--- config.mk ---
export PLATFORM = sky130hd
export DESIGN_NAME = div_issue_ctrl
export DESIGN_NICKNAME = d
export VERILOG_FILES = /design/src/rtl/div_pkg.sv /design/src/rtl/div_req_fifo.sv /design/src/rtl/div_issue_ctrl.sv
export SDC_FILE = /design/constraint.sdc
export NUM_CORES = 1
export LEC_CHECK = 0
export CAP_MARGIN = 10
export CORE_AREA = 2 2 219 221
export CTS_CLUSTER_DIAMETER = 40
export DETAILED_ROUTE_END_ITERATION = 10
export DIE_AREA = 0 0 221 223
export GPL_ROUTABILITY_DRIVEN = 0
export PLACE_DENSITY_LB_ADDON = 0.1
export RECOVER_POWER = 50
export SKIP_CTS_REPAIR_TIMING = 1
export SYNTH_ARGS = -nofsm -noshare
export SYNTH_HDL_FRONTEND = slang
export SYNTH_SLANG_ARGS = --single-unit
--- constraint.sdc ---
create_clock -name clk -period 5.5 [get_ports clk]
set_clock_uncertainty 0.05 [all_clocks]
set_input_delay 0.825 -clock clk [delete_from_list [all_inputs] [get_ports clk]]
set_output_delay 0.825 -clock clk [all_outputs]
set_load 0.05 [all_outputs]
--- src/rtl/div_pkg.sv ---
// Shared types for the divider issue front-end.
//   div_req_t          : one queued divide/remainder uop (operands, tags, flags)
//   div_issue_state_t  : issue FSM state (IDLE = free to launch, WAIT = divide in flight)
// Machine widths live here as localparams so every file agrees on them.
package div_pkg;

  localparam int M_WIDTH        = 64;
  localparam int LG_ROB_ENTRIES = 6;
  localparam int LG_PRF_ENTRIES = 7;

  typedef struct packed {
    logic [M_WIDTH-1:0]        srcA;
    logic [M_WIDTH-1:0]        srcB;
    logic [LG_ROB_ENTRIES-1:0] rob_ptr;
    logic [LG_PRF_ENTRIES-1:0] prf_ptr;
    logic                      is_signed;
    logic                      is_rem;
    logic                      is_w;
  } div_req_t;

  typedef enum logic {
    IDLE = 1'b0,
    WAIT = 1'b1
  } div_issue_state_t;

endpackage

--- src/rtl/div_req_fifo.sv ---
// In-order request queue of div_req_t, 2**LG_Q entries.
// Ports:
//   i_clk, i_reset_n : clock, asynchronous active-low reset
//   i_push, i_data   : enqueue (ignored when full)
//   i_pop            : dequeue head (ignored when empty)
//   i_clear          : drop every entry; wins over push/pop
//   o_head           : entry at the head pointer (combinational)
//   o_full, o_empty  : occupancy flags
module div_req_fifo
  import div_pkg::*;
#(
  parameter int LG_Q = 2
) (
  input  logic     i_clk,
  input  logic     i_reset_n,
  input  logic     i_push,
  input  div_req_t i_data,
  input  logic     i_pop,
  input  logic     i_clear,
  output div_req_t o_head,
  output logic     o_full,
  output logic     o_empty
);

  localparam int              DEPTH    = 1 << LG_Q;
  localparam logic [LG_Q-1:0] PTR_ONE  = 1;
  localparam logic [LG_Q:0]   CNT_ONE  = 1;
  localparam logic [LG_Q:0]   FULL_CNT = {1'b1, {LG_Q{1'b0}}};

  div_req_t        r_mem [DEPTH];
  logic [LG_Q-1:0] r_head;
  logic [LG_Q-1:0] r_tail;
  logic [LG_Q:0]   r_count;

  logic w_do_push;
  logic w_do_pop;

  assign o_full    = (r_count == FULL_CNT);
  assign o_empty   = (r_count == '0);
  assign o_head    = r_mem[r_head];
  // Guard here so a caller can never corrupt the pointers.
  assign w_do_push = i_push & ~o_full & ~i_clear;
  assign w_do_pop  = i_pop & ~o_empty & ~i_clear;

  // Storage needs no reset: an entry is only observed once written.
  always_ff @(posedge i_clk) begin
    if (w_do_push) begin
      r_mem[r_tail] <= i_data;
    end
  end

  always_ff @(posedge i_clk or negedge i_reset_n) begin
    if (!i_reset_n) begin
      r_head  <= '0;
      r_tail  <= '0;
      r_count <= '0;
    end else if (i_clear) begin
      r_head  <= '0;
      r_tail  <= '0;
      r_count <= '0;
    end else begin
      if (w_do_push) begin
        r_tail <= r_tail + PTR_ONE;
      end
      if (w_do_pop) begin
        r_head <= r_head + PTR_ONE;
      end
      case ({w_do_push, w_do_pop})
        2'b10:   r_count <= r_count + CNT_ONE;
        2'b01:   r_count <= r_count - CNT_ONE;
        default: r_count <= r_count;
      endcase
    end
  end

endmodule

--- src/rtl/div_issue_ctrl.sv ---
// Front-end controller for the iterative integer divider.
// Buffers divide/remainder uops in an in-order queue, launches them one at a
// time, and registers completed results onto the PRF/ROB writeback port.
// Ports:
//   scheduler side : in_valid/in_ready handshake, in_* operands/tags/flags
//   control        : flush (drop all work), alu_wb_valid (ALU owns wb slot)
//   divider side   : div_start pulse, div_* head operands/tags/flags,
//                    div_wb_slot_used, div_ready/div_complete, div_y + tags
//   writeback      : wb_valid pulse with wb_data/wb_rob_ptr/wb_prf_ptr
//   status         : busy (queue non-empty or divide in flight),
//                    dbg_state (issue FSM state for observation)
//
// Handshakes: a transfer happens on a rising edge where the producer's valid
// and the consumer's ready are both high. in_ready depends only on queue
// occupancy, never on in_valid. div_start is a single-cycle pulse that is only
// raised while div_ready is high; the divider owns the op from that edge on.
module div_issue_ctrl
  import div_pkg::*;
#(
  parameter int LG_Q = 2
) (
  input  logic                      clk,
  input  logic                      reset_n,
  input  logic                      in_valid,
  output logic                      in_ready,
  input  logic [M_WIDTH-1:0]        in_srcA,
  input  logic [M_WIDTH-1:0]        in_srcB,
  input  logic [LG_ROB_ENTRIES-1:0] in_rob_ptr,
  input  logic [LG_PRF_ENTRIES-1:0] in_prf_ptr,
  input  logic                      in_is_signed,
  input  logic                      in_is_rem,
  input  logic                      in_is_w,
  input  logic                      flush,
  input  logic                      alu_wb_valid,
  output logic                      div_start,
  output logic [M_WIDTH-1:0]        div_inA,
  output logic [M_WIDTH-1:0]        div_inB,
  output logic [LG_ROB_ENTRIES-1:0] div_rob_ptr_in,
  output logic [LG_PRF_ENTRIES-1:0] div_prf_ptr_in,
  output logic                      div_is_signed,
  output logic                      div_is_rem,
  output logic                      div_is_w,
  output logic                      div_wb_slot_used,
  input  logic                      div_ready,
  input  logic                      div_complete,
  input  logic [M_WIDTH-1:0]        div_y,
  input  logic [LG_ROB_ENTRIES-1:0] div_rob_ptr,
  input  logic [LG_PRF_ENTRIES-1:0] div_prf_ptr,
  output logic                      wb_valid,
  output logic [M_WIDTH-1:0]        wb_data,
  output logic [LG_ROB_ENTRIES-1:0] wb_rob_ptr,
  output logic [LG_PRF_ENTRIES-1:0] wb_prf_ptr,
  output logic                      busy,
  output div_issue_state_t          dbg_state
);

  div_issue_state_t r_state;
  div_issue_state_t w_state_nxt;
  logic             r_squash;
  logic             w_squash_nxt;
  logic             w_capture;

  div_req_t w_in_req;
  div_req_t w_head;
  logic     w_fifo_full;
  logic     w_fifo_empty;
  logic     w_push;

  logic                      r_wb_valid;
  logic [M_WIDTH-1:0]        r_wb_data;
  logic [LG_ROB_ENTRIES-1:0] r_wb_rob_ptr;
  logic [LG_PRF_ENTRIES-1:0] r_wb_prf_ptr;

  assign w_in_req = '{srcA:      in_srcA,
                      srcB:      in_srcB,
                      rob_ptr:   in_rob_ptr,
                      prf_ptr:   in_prf_ptr,
                      is_signed: in_is_signed,
                      is_rem:    in_is_rem,
                      is_w:      in_is_w};

  // No bypass when full: a slot freed by this cycle's launch is usable next cycle.
  assign in_ready = ~w_fifo_full;
  assign w_push   = in_valid & ~w_fifo_full & ~flush;

  div_req_fifo #(.LG_Q(LG_Q)) u_fifo (
    .i_clk     (clk),
    .i_reset_n (reset_n),
    .i_push    (w_push),
    .i_data    (w_in_req),
    .i_pop     (div_start),
    .i_clear   (flush),
    .o_head    (w_head),
    .o_full    (w_fifo_full),
    .o_empty   (w_fifo_empty)
  );

  assign div_inA        = w_head.srcA;
  assign div_inB        = w_head.srcB;
  assign div_rob_ptr_in = w_head.rob_ptr;
  assign div_prf_ptr_in = w_head.prf_ptr;
  assign div_is_signed  = w_head.is_signed;
  assign div_is_rem     = w_head.is_rem;
  assign div_is_w       = w_head.is_w;

  // The divider holds its completion while the ALU owns the shared slot.
  assign div_wb_slot_used = alu_wb_valid;

  always_ff @(posedge clk or negedge reset_n) begin
    if (!reset_n) begin
      r_state  <= IDLE;
      r_squash <= 1'b0;
    end else begin
      r_state  <= w_state_nxt;
      r_squash <= w_squash_nxt;
    end
  end

  always_comb begin
    w_state_nxt  = r_state;
    w_squash_nxt = r_squash;
    w_capture    = 1'b0;
    div_start    = 1'b0;
    case (r_state)
      IDLE: begin
        if (!w_fifo_empty && div_ready && !flush) begin
          div_start   = 1'b1;
          w_state_nxt = WAIT;
        end
      end
      WAIT: begin
        // The divider cannot abort, so a flushed divide is still waited out
        // and its result dropped instead of written back.
        if (div_complete) begin
          w_capture    = ~r_squash & ~flush;
          w_squash_nxt = 1'b0;
          w_state_nxt  = IDLE;
        end else if (flush) begin
          w_squash_nxt = 1'b1;
        end
      end
      default: begin
        w_state_nxt  = IDLE;
        w_squash_nxt = 1'b0;
      end
    endcase
  end

  always_ff @(posedge clk or negedge reset_n) begin
    if (!reset_n) begin
      r_wb_valid   <= 1'b0;
      r_wb_data    <= '0;
      r_wb_rob_ptr <= '0;
      r_wb_prf_ptr <= '0;
    end else begin
      r_wb_valid <= w_capture;
      if (w_capture) begin
        r_wb_data    <= div_y;
        r_wb_rob_ptr <= div_rob_ptr;
        r_wb_prf_ptr <= div_prf_ptr;
      end
    end
  end

  assign wb_valid   = r_wb_valid;
  assign wb_data    = r_wb_data;
  assign wb_rob_ptr = r_wb_rob_ptr;
  assign wb_prf_ptr = r_wb_prf_ptr;

  assign busy      = ~w_fifo_empty | (r_state == WAIT);
  assign dbg_state = r_state;

endmodule

# --- After elaboration in Yosys (flattened, before gate mapping) ---
# Memories as Yosys holds them, arrays and structs flattened.
# Cells that the tools add are included.
totals:
  regBits: 87
  ram_bits: 576
  in_bits: 228
  elab_cells: 56
  n_memories: 1
op_classes:
  n_addsub: 4
  eq_ne: 3
  muxes: 16
  bitwise_logic: 13
  n_reduce_logical: 10
memory_table:
  columns: ["name", "depth", "width", "read_ports", "rd_ports_with_merged_regs", "write_ports", "line", "source"]
  rows:
  - ["u_fifo.r_mem", 4, 144, 1, 0, 1, "div_req_fifo.sv:30", "div_req_t r_mem [DEPTH];"]
ops:
  columns: ["op", "n"]
  rows:
  - ["$mux 1", 9]
  - ["$mux 2", 4]
  - ["$and 1x1->1", 7]
  - ["$pmux 3 s2", 1]
  - ["$reduce_bool 2->1", 3]
  - ["$not 1->1", 5]
  - ["$add 2x1->2 const B", 2]
  - ["$add 3x1->3 const B", 1]
  - ["$eq 3x3->1 const B", 1]
  - ["$logic_not 3->1", 1]
  - ["$mux 3", 1]
  - ["$reduce_bool 3->1", 1]
  - ["$sub 3x1->3 const B", 1]
  - ["$eq 2x1->1 const B", 1]
  - ["$eq 2x2->1 const B", 1]
  - ["$logic_and 1x1->1", 2]
  - ["$logic_not 1->1", 2]
  - ["$pmux 1 s2", 1]
  - ["$reduce_and 2->1", 1]
  - ["$or 1x1->1", 1]

# --- Depth between registers and ports, before layout ---
# Gate-level depths: netlist of the first run.
logic_depth:
  word_depth: 11
  ltp_mapped: 9

# --- By module ---
# From an unflattened synthesis of the first run, not the netlist that was laid out.
unflattened:
  cells_unflattened: 992
  hier_area_um2: 24402.2
modules_own_cells:
  columns: ["mod", "n_inst", "cells_per_inst", "area_per_inst_um2", "seq_area_each_um2"]
  rows:
  - ["div_req_fifo", 1, 816, 21319.2, 17471.8]
  - ["div_issue_ctrl", 1, 176, 3083.0, 2001.9]

# --- Least setup slack after synthesis of the first run ---
# No wires, ideal clock.
synth_timing:
  path_type: "input port to flip-flop"
  start: "in in_valid"
  end: "mem u_fifo.r_mem[0][0] in the netlist's numbering, enable pin"
  setup_time_ps: 521
  arrival_time_ps: 4824
  required_ps: 4929
  slack_ps: 105
  cell_stages: 4
  n_path_buf: 1
  cell_sequence: "buf_1 nand2_1 nor2_1 and2_1"
synth_between:
  elab_chain_cells: 6
synth_rtl:
  columns: ["element", "line", "source"]
  rows:
  - ["start, declared", "div_issue_ctrl.sv:24", "input logic in_valid,"]
  - ["$and 1x1->1 (2 in a row)", "div_issue_ctrl.sv:84", "assign w_push = in_valid & ~w_fifo_full & ~flush;"]
  - ["$and 1x1->1 (2 in a row)", "div_req_fifo.sv:42", "assign w_do_push = i_push & ~o_full & ~i_clear;"]
  - ["$mux 1", "div_req_fifo.sv:47", "if (w_do_push) begin"]
  - ["$mux 1 (not written as such)", "div_req_fifo.sv:48", "r_mem[r_tail] <= i_data;"]
  - ["end, declared", "div_req_fifo.sv:30", null]
# Every way passes these cells.

# --- Worst setup path in the final report of the first run ---
layout_timing:
  start: "in flush"
  end: "reg r_wb_data[29], in the netlist wb_data[29]"
layout_between:
  elab_chain_cells: 4
layout_rtl:
  columns: ["element", "line", "source"]
  rows:
  - ["start, declared", "div_issue_ctrl.sv:33", "input logic flush,"]
  - ["$not 1->1", "div_issue_ctrl.sv:135", "w_capture = ~r_squash & ~flush;"]
  - ["$and 1x1->1", "div_issue_ctrl.sv:135", null]
  - ["$mux 1", "div_issue_ctrl.sv:134", "if (div_complete) begin"]
  - ["$mux 1", "div_issue_ctrl.sv:124", "case (r_state)"]
  - ["end signal, assigned", "div_issue_ctrl.sv:158", "r_wb_data <= div_y;"]
  - ["end, declared", "div_issue_ctrl.sv:70", "logic [M_WIDTH-1:0] r_wb_data;"]
# Every way passes these cells.
# A chain may end at the register's enable or synchronous reset.

==> metrics, run 1 <==
status=finished with violations; failing checks=max-capacitance violations, max-slew violations; routed len/inst=23.8 µm; total grt overflow=0; number of buffers added on ports=452; placed wire-length estimate=32800 µm; die width=221 µm; Post-DP Area=29600 µm²; die area=49300 µm²; Area growth, synth to finish=34.7%; switching power=0.00464 W; Reg-to-Reg Start=dbg_state; Worst Setup Start Kind=input pin; Die Y=223 µm; Rel. slew slack=-55.6%; leakage power=10.9 nW; worst-path fanout max=65; total wire length=52600 µm; Nets=1738; Post-synth top cells=edfxtp_1, mux4_2, dfrtp_1; r2r worst-path depth=4; Hold Path Class=reg2reg; initial antenna violation count=24; Tot GR Track Use=21.4%; CTS tree=done; clk buf depth=3; MaxCap Viol Count=4; PD cells=474 nW/µm²; fin crit share=78.6%; Req. time, crit path=5.94 ns; CTS Buf Count=89; Clock power frac=37.2%; Mapped Area=24200 µm²; number of fill cells=3011; Syn Inst Count=988; CP Capture Type=flip-flop; Comb power frac=22.9%; first-pass GRT wire length=78400 µm; Synth area leader=edfxtp_1; Mean Syn Cell Area=24.5 µm²; fraction of layout cells with a size suffix above 1=24.3%; area of the multi-input gates=4490 µm²; Starting Density=51.4%; Min-Delay Path Depth=1; Seq/Total Area, Yosys=80.4%; dpl ws=1.51 ns; max-slew violations=193; Rows=80; RSZ-0062 raised after global routing=no; DRT antenna net count=0; Design Power=0.0155 W; clock sinks=663; number of flops mapped to enable cells by yosys=576; largest net degree at the start of global routing=145; Peak VDD IR=0.000536 V; Synth Flop Type=edfxtp_1; RR Endpoint=wb_data[29]; vias in the first global route=12900; async set-or-reset flop fraction in the synthesized netlist=13.1%; ranking of synthesized cells by area=edfxtp_1, mux4_2, dfrtp_1, mux2_2, mux2_1; area share of the largest cell type after synthesis=71.4%; Tightest Pin Transition=2.33 ns; synthesis-stage register bit count=663; WHS Endpoint=wb_data[50]; Worst-path clk slew=0.05 ns; CP Class=in2reg; Iteration-0 DRC Markers=620; Final Hold Fails=0; Skew-Pair Late Insertion Delay=0.62 ns; WP data arrival=4.76 ns; H-tree Lvls=3; Hold Crit Start=wb_data[50]; Int Power=0.0108 W; sequential power share=39.9%; register area=19500 µm²; YS warnings=0; drt first pass iters=4; Root Driver=clkbuf_16; Yosys cell types=38; FMAX=231 MHz; TNS Setup=0 ns; DRC Markers=0; DR vias=12000; most frequent cell after synthesis=edfxtp_1; synthesized net count=1221; post-route cell area=32600 µm²; Top Ports=455; clock period minus worst slack=4.32 ns; WHS=0.434 ns; vias per cell=5.42; sw frac=30.0%; FF-to-FF setup slack=1.69 ns; Core Box Area=47100 µm²; Setup WS post-layout=1.18 ns; Final setup viols=0
-- metal layers --
metal	vias up	part of all wire, %	global-route usage [%]
li1	5241	-	-
met1	6186	39	27.3
met2	431	50	33.6
met3	96	8.0	7.57
met4	14	2.9	9.48
met5	-	0.15	0
-- power by group through the flow --
| stage | clock (W) | combinational [W] | sequential [W] |
|---|---|---|---|
| floorplan | 0 | 0.00127 | 0.00726 |
| global placement | 0 | 0.00359 | 0.00624 |
| detailed placement | 0 | 0.00360 | 0.00626 |
| CTS | 0.00588 | 0.00362 | 0.00618 |
| global route | 0.00608 | 0.00368 | 0.00622 |
| finish | 0.00575 | 0.00354 | 0.00617 |
-- worst max-delay path, cell delays in order --
cell and delay, ns:
dlygate4sd3_1 0.72, nor3_1 1.39, clkbuf_2 1.33, mux2_2 0.45
-- logic make-up after synthesis --
| logic type | synth area share, % |
|---|---|
| AOI/OAI and AO/OA | 0.470 |
| buffers and inverters | 1.05 |
| DFF | 80.4 |
| xor gates and xnor gates | 0.109 |
| adders and majority gates | 0.289 |
| muxes | 17.0 |
| and+or+nand+nor | 0.708 |
-- cells in the final DEF, fill, tap and decap left out, types with 2 or more instances in the layout --
cell and n:
edfxtp_1 576, clkdlybuf4s50_1 293, dlygate4sd3_1 158, mux4_2 144, clkbuf_16 95, dfrtp_1 85
mux2_2 63, diode_2 15, mux2_1 14, inv_6 12, clkinvlp_4 10, clkinv_2 10
clkbuf_1 9, clkinv_4 9, buf_12 9, bufinv_16 8, buf_4 8, nor2_1 7
inv_1 7, nand2_1 6, clkinv_1 6, ha_1 4, inv_8 4, nor3_1 3
and2_4 3, xnor2_1 3, a21oi_1 3, nand3_1 3, or3_1 2, clkbuf_2 2
dfrtp_4 2
-- registers in the layout (all words and copies together) (netlist names) --
name,flops
wb_prf_ptr,7
u_fifo.r_mem,576
r_squash,1
u_fifo.r_tail,2
u_fifo.r_count,3
wb_valid,1
u_fifo.r_head,2
dbg_state,1
wb_rob_ptr,6
wb_data,64
-- area by class of cell --
cell class | count | share of cell area (%)
clock buffer | 104 | 7.42
clock inverter | 60 | 1.94
inverter | 7 | 0.0805
sequential | 663 | 59.7
tap | 615 | 2.36
multi-input combinational | 273 | 13.8
antenna | 15 | 0.115
timing repair buffer | 471 | 14.6
-- metrics by stage --
step / utilization (%) / std cells
3_5_place_dp: 62.8 / 2029
6_report: 69.2 / 2208
3_3_place_gp: 62.8 / 2029
4_1_cts: 69.2 / 2193
2_1_floorplan: - / 988
5_1_grt: 69.2 / 2202
-- how the worst max path moves through the flow --
| stage | from | end | slack (ns) | depth (start not counted) |
|---|---|---|---|---|
| 2_1_floorplan | in_valid | u_fifo.r_mem[0][0] | 0.10 | 4 |
| 3_3_place_gp | flush | div_start | 1.52 | 4 |
| 3_5_place_dp | flush | div_start | 1.51 | 4 |
| 4_1_cts | u_fifo.r_head[0] | div_inA[61] | 1.03 | 3 |
| 5_1_grt | flush | wb_data[29] | 0.88 | 4 |
| 6_report | flush | wb_data[29] | 1.18 | 4 |
Note: power is estimated with default switching activity, not from simulation.
==> inputs of run 2 (changes only) <==
CORE_AREA = 2 2 231 233   (was 2 2 219 221)
DIE_AREA = 0 0 233 235   (was 0 0 221 223)
clock period = 3.5 ns   (was 5.5 ns; I/O delays follow)
==> metrics, run 2 (same netlist as run 1, synthesis figures left out) <==
total grt overflow=0 (unchanged); Area growth, synth to finish=37.0%; area of the multi-input gates=4500 µm² (about the same); worst-path fanout max=18 (-72%); Iteration-0 DRC Markers=721 (+16%); clock sinks=663 (unchanged); Root Driver=clkbuf_16; failing checks=max-capacitance violations, max-slew violations; drt first pass iters=5 (+1); TNS Setup=0 ns (unchanged); Worst-path clk slew=0.05 ns (about the same); most flop-heavy register=u_fifo.r_mem; Worst Setup Start Kind=flip-flop; largest net degree at the start of global routing=79 (-46%); DR vias=12000 (-0.017%); Setup WS post-layout=0.102 ns (-1.08 ns); Top Ports=455 (unchanged); commonest cells after routing, fill and taps aside=edfxtp_1, clkdlybuf4s50_1, dlygate4sd3_1; clk buf depth=3 (unchanged); CTS tree=done; clock period minus worst slack=3.40 ns; number of fill cells=3664 (+22%); die width=233 µm (+5.4%); DRC Markers=0 (unchanged); Skew-Pair Late Insertion Delay=0.62 ns (about the same); fin crit share=97.1%; CTS Buf Count=88 (-1.1%); max-slew violations=123 (-36%); DRT antenna net count=0 (unchanged); commonest non-fill, non-tap cell in the layout=edfxtp_1; initial antenna violation count=20 (-17%); Nets=1760 (+1.3%); Rows=84 (+5.0%); dpl ws=0.590 ns (-0.920 ns); MaxCap Viol Count=2 (-2); final core utilization=63.5% (-5.7 points); leakage power=12.0 nW (+9.7%); Peak VDD IR=0.000704 V (+31%); WHS=0.440 ns (+0.00550 ns); placed wire-length estimate=34500 µm (+5.2%); Hold Path Class=reg2reg; register area=19500 µm² (unchanged); vias per cell=5.22 (-3.6%); Post-Layout Cell Count=2291 (+3.8%); vias in the first global route=12900 (+0.38%); Core Box Area=52200 µm² (+11%); Tightest Pin Transition=2.30 ns (-0.0358 ns); status=finished with violations; RSZ-0062 raised after global routing=no; Rel. slew slack=-53.2% (+2.4 points); total wire length=53600 µm (+2.0%); PD cells=723 nW/µm² (+53%); Largest register FFs=576 (unchanged); WP data arrival=2.82 ns (-1.94 ns); Req. time, crit path=2.92 ns (-3.02 ns); FMAX=294 MHz; first-pass GRT wire length=80500 µm (+2.6%); Final Hold Fails=0 (unchanged); routed len/inst=23.4 µm (-1.7%); Starting Density=46.4% (-5.0 points); Final setup viols=0 (unchanged); CP Class=reg2out; Die Y=235 µm (+5.4%); CP Capture Type=primary output; number of buffers added on ports=452 (unchanged); Tot GR Track Use=19.9% (-1.6 points); H-tree Lvls=3 (unchanged); fraction of layout cells with a size suffix above 1=24.8% (+0.51 points); die area=54800 µm² (+11%); placed cells=2124 (+4.7%)
==> run 2: cell types whose count changed in the layout (fill, tap and decap cells not counted), sizes merged <==
cell	before	now
buf	17	39
dlygate4sd3	158	146
clkinv	26	24
clkdlybuf4s50	293	195
dlymetal6s2s	0	109
bufinv	8	6
inv	23	26
diode	15	5
==> run 2: power breakdown <==
group / total (W) / internal [W] / switching, W
Clock: 0.00868 / 0.00519 / 0.00348
Sequential: 0.00966 / 0.00934 / 0.000323
Combinational: 0.00566 / 0.00209 / 0.00356
Total: 0.0240 / 0.0166 / 0.00737
==> run 2: stage by stage <==
stage	total power (W)	instance area [µm²]
after floorplan	0.0134	24200
after global placement	0.0155	30000
after detailed placement	0.0156	30000
after CTS	0.0244	32900
after global routing	0.0249	33200
final	0.0240	33200
==> run 2: final timing paths <==
path                                   start                   to  slack [ns]  cells after the start
max                         u_fifo.r_head[0]           div_inA[2]        0.10                      4
min                            wb_prf_ptr[3]        wb_prf_ptr[3]        0.44                      1
max reg2reg                u_fifo.r_count[0]  u_fifo.r_mem[2][97]        0.30                      5
min reg2reg                    wb_prf_ptr[3]        wb_prf_ptr[3]        0.44                      1
max in group asynchronous            reset_n        wb_prf_ptr[4]        0.65                      3
min in group asynchronous            reset_n          wb_data[17]        1.08                      2
==> run 2: area by class of cell <==
cell class / count / share of cell area, %
diodes: 5 / 0.0377
clock buffers: 102 / 6.79
clock inverters: 59 / 1.98
inverters: 7 / 0.0792
multi-input cells: 273 / 13.5
flip-flops and latches: 663 / 58.7
well taps: 688 / 2.59
repair buffers: 494 / 16.3
==> run 2: critical path: stages (launching register included) <==
cell	delay (ns)
dfrtp_4	0.54
buf_12	0.20
buf_12	0.21
mux4_2	0.51
clkdlybuf4s50_1	0.72
==> run 2: layer usage <==
metal / global-route usage [%] / wire length, µm
met5: 0 / 117
met3: 6.93 / 4600
met2: 32.2 / 26900
met4: 5.98 / 956
met1: 25.3 / 21000
==> variant 1, RTL diff (flow settings as in run 1) <==
`LG_Q` is set to 2 in 2 places; all go to 1. Comments in the files are not updated.
--- a/src/rtl/div_req_fifo.sv
+++ b/src/rtl/div_req_fifo.sv
@@ -9,7 +9,7 @@
 module div_req_fifo
   import div_pkg::*;
 #(
-  parameter int LG_Q = 2
+  parameter int LG_Q = 1
 ) (
   input  logic     i_clk,
   input  logic     i_reset_n,
--- a/src/rtl/div_issue_ctrl.sv
+++ b/src/rtl/div_issue_ctrl.sv
@@ -17,7 +17,7 @@
 module div_issue_ctrl
   import div_pkg::*;
 #(
-  parameter int LG_Q = 2
+  parameter int LG_Q = 1
 ) (
   input  logic                      clk,
   input  logic                      reset_n,
Function: changed (Yosys sat finds a counterexample within 4 cycles, from zero or initial values and one cycle with reset_n low).
==> variant 1 against run 1 <==
The flow still finishes with violations (max-capacitance violations, max-slew violations). Utilization shrank 25 points. Total power decreased by 33%. Setup slack better by 0.26 ns. Area after synthesis down 44%. Routed wire length fell by 31%. Hold slack lost 0.082 ns. Die area is the same. Critical path depth unchanged. Clock power is 30% lower. Non-clock buffer count fell by 12. Register-to-register slack better by 0.28 ns. Sequential cell count shrank 291. Design area down 36%. Global-route usage shrank 6.8 points.
==> variant 1: results (changes against run 1) <==
Outcome
The run finished, with violations left. The checks that failed: max-capacitance violations, max-slew violations.

Final layout
The layout net count came to 1379 (-21%). The layout cell share with drive strength beyond 1 was 0.2614 (+0.01810). The fraction of area in registers is 0.5115 (-0.08552). The share of cell area taken by multi-input logic gates is 0.1268 (-0.01092). The multi-input gate count is 249 (-8.8%).

The proportion of final cell area spent on non-clock buffers was 0.2175 (+0.07138). The number of non-clock buffers in the layout is 459 (-2.5%). The final-layout fill cell count is 4183 (+39%).

The count of inverters other than clock inverters in the layout was 3 (-4).

Timing
The tightest hold margin is 0.3521 ns (-0.08200 ns). The max-slew violation count is 438 (+130%).

Synthesis
The sequential fraction of the synthesis area is 0.7927 (-0.01132). By area the synthesized netlist is led by sky130_fd_sc_hd__edfxtp_1 (64%), sky130_fd_sc_hd__mux2_2 (17%), sky130_fd_sc_hd__dfrtp_1 (15%). The net count after synthesis is 878 (-28%).

The post-synthesis cell count came to 650 (-34%). The fraction of registers with async set/reset was 0.2258 (+0.09458). The multiplexer area fraction after synthesis is 0.1835 (+0.01381).

By count the netlist is led by sky130_fd_sc_hd__edfxtp_1 (288), sky130_fd_sc_hd__mux2_2 (202), sky130_fd_sc_hd__dfrtp_1 (84). The number of flops mapped to enable cells by yosys came to 288 (-50%). The fraction of the mapped netlist area in compound gates is 0.005074 (+0.0003734). The fraction of the mapped netlist area in adder cells is 0 (-0.002893).

Placed design
The detailed placer's ending HPWL is 23730 um (-28%). The worst setup slack after placement was 1.852 ns (+0.3423 ns). The instance area at placement came to 0.01882 mm^2 (-36%). The placed instance count is 1698 (-16%).

GRT
The all-layer global routing usage is 0.1461 (-0.06834). The number of global-route vias before repair is 8467 (-34%). The met1 capacity usage during global routing is 0.1727 (-0.1003). The initial antenna violation count is 17 (-29%). The fraction of met3 tracks used by global routing was 0.08192 (+0.006190).

Drt
The met1 layer wirelength in the final routing is 14410 um (-30%). The met2 wire length is 16990 um (-35%). The wire length on met3 is 3974 um (-5.3%).

Critical path
The critical path's largest stage delay was 2.04 ns (+0.65 ns). Following the worst setup path forward leads to its endpoint at wb_data[50]. The cell with the biggest individual delay on the critical path is sky130_fd_sc_hd__clkbuf_1. The data arrival at the endpoint of the critical path is 4.45 ns (-0.31 ns).

Clock tree
The source-to-sink clock delay at the later pin of the worst-skew pair is 0.57 ns (-0.05 ns).

Job
The max-cap check violation count came to 5 (+1).

Pwr
The switching portion of total power is 0.3205 (+0.02000).

Min path
The type of the tightest min-delay check is in -> async.
-- variant 1: cell types whose count changed in the layout (fill, tap and decap cells not counted), moves of 7 or more --
cell	before	now
sky130_fd_sc_hd__mux2_2	63	202
sky130_fd_sc_hd__edfxtp_1	576	288
sky130_fd_sc_hd__dlygate4sd3_1	158	147
sky130_fd_sc_hd__buf_4	8	1
sky130_fd_sc_hd__mux4_2	144	0
sky130_fd_sc_hd__clkdlybuf4s50_1	293	304
sky130_fd_sc_hd__buf_12	9	1
sky130_fd_sc_hd__clkbuf_16	95	73
-- variant 1: power by group through the flow --
stage | Combinational [mW] | Clock, mW | Sequential [mW]
after floorplan | 0.748 | 0 | 4.60
after global placement | 2.82 | 0 | 3.62
after detailed placement | 2.81 | 0 | 3.63
after CTS | 2.82 | 4.13 | 3.60
after global routing | 2.87 | 4.25 | 3.64
final | 2.76 | 4.01 | 3.59
==> variant 2, RTL diff (settings of run 1) <==
Made on the original files. Put one more register stage on the output `dbg_state`, without a reset. The value now appears one clock later. The other outputs are not delayed to match.
--- a/src/rtl/div_issue_ctrl.sv
+++ b/src/rtl/div_issue_ctrl.sv
@@ -168,7 +168,9 @@
   assign wb_prf_ptr = r_wb_prf_ptr;
 
   assign busy      = ~w_fifo_empty | (r_state == WAIT);
-  assign dbg_state = r_state;
+  always_ff @(posedge clk) begin
+    dbg_state <= r_state;
+  end
 
 endmodule
 
Formal check against the unedited RTL: not equivalent (a bounded check fails within 4 cycles, from zero or initial values and one cycle with reset_n low).
==> variant 2 against run 1 <==
The run still ends with max-capacitance violations, max-slew violations left. Hold slack better by 0.0019 ns. Total power is 3.1% lower. Routed wire length grew 0.14%. Clock power decreased by 8.0%. Global-route usage up 0.12 points. Design area fell by 1.1%. Utilization decreased by 0.74 points. Area after synthesis about the same. Setup slack improved by 0.21 ns. Sequential cell count grew 1. Largest cell class unchanged. Largest power group unchanged.
==> variant 2: results (changes against run 1) <==
Outcome
The run finished, with violations left. The checks that failed: max-capacitance violations, max-slew violations.

Synthesis
The fraction of registers with async set/reset was 0.1310 (-0.0001976). The distinct cell type count of the synthesized netlist came to 39 (+2.6%). The multiplexer area fraction after synthesis was 0.1696 (about the same). The xor and xnor fraction of the mapped netlist area is 0.001084 (about the same).

The sequential fraction of the synthesis area is 0.8042 (about the same). By area the synthesized netlist is led by sky130_fd_sc_hd__edfxtp_1 (71%), sky130_fd_sc_hd__mux4_2 (13%), sky130_fd_sc_hd__dfrtp_1 (9.0%). The net count after synthesis is 1222 (+0.082%). The fraction of the mapped netlist area in adder cells was 0.002890 (about the same).

Critical path
The critical path's largest stage delay is 0.95 ns (-0.44 ns). The cell with the biggest individual delay on the critical path is sky130_fd_sc_hd__dfrtp_4. The reg2reg setup slack is 1.99 ns (+0.30 ns). The critical path starts at u_fifo.r_head[0]. The peak fanout along the critical path was 35 (-46%). The worst register-to-register path begins at u_fifo.r_count[2].

Drt
The violation count after the first detailed-route iteration is 789 (+27%). The routed via count divided by cell count came to 5.423 (about the same). The met1 layer wirelength in the final routing is 20620 um (about the same).

Min path
The critical hold path startpoint is wb_prf_ptr[3]. The endpoint of the worst hold-timing path is wb_prf_ptr[3].

Placed design
The worst setup slack after placement is 1.535 ns (+0.02505 ns). The detailed placer's ending HPWL came to 32330 um (-1.4%).

Timing
The headroom to the max-slew limit is -0.3024 (+0.2540). The smallest setup slack after layout is 1.386 ns (+0.2062 ns). The max-slew violation count came to 169 (-12%).

The tightest hold margin came to 0.4360 ns (+0.001858 ns).

GRT
The all-layer global routing usage is 0.2156 (+0.001163). The met2 track utilization from global routing was 0.3542 (+0.01804). The met1 capacity usage during global routing was 0.2695 (-0.003545).

The first-pass GRT wire length was 78950 um (+0.68%). The number of global-route vias before repair is 12790 (-0.57%).

Final layout
The final-layout fill cell count is 2988 (-0.76%).

Job
The max-cap check violation count came to 3 (-1).

Pwr
The leakage dissipation is 10.84 nW (-0.90%).
## variant 2: power breakdown
part,switching (mW),leakage (nW),internal [mW],total (mW)
Clock,2.09,1.33,3.20,5.29
Sequential,0.226,6.33,5.95,6.18
Combinational,2.27,3.18,1.22,3.50
## variant 2: final cells by class
cell class	count	area share
multi-input cells	273	0.1392
diodes	2	0.0001550
clock buffers	97	0.06953
inverters	7	0.0008139
well taps	615	0.02384
flip-flops and latches	664	0.6041
repair buffers	465	0.1466
clock inverters	55	0.01574
## variant 2: metrics by stage
step | std cells | cell area (um^2)
3_3_place_gp | 2024 | 29560
2_1_floorplan | 989 | 24240
6_report | 2178 | 32280
4_1_cts | 2176 | 32310
3_5_place_dp | 2024 | 29560
5_1_grt | 2176 | 32280
## variant 2: worst reg2reg max path, delay by kind of cell (launching register included)
family	cells	cell delay [ns]
buf+inv	1	1.40
flops	1	0.45
simple gates	4	1.11
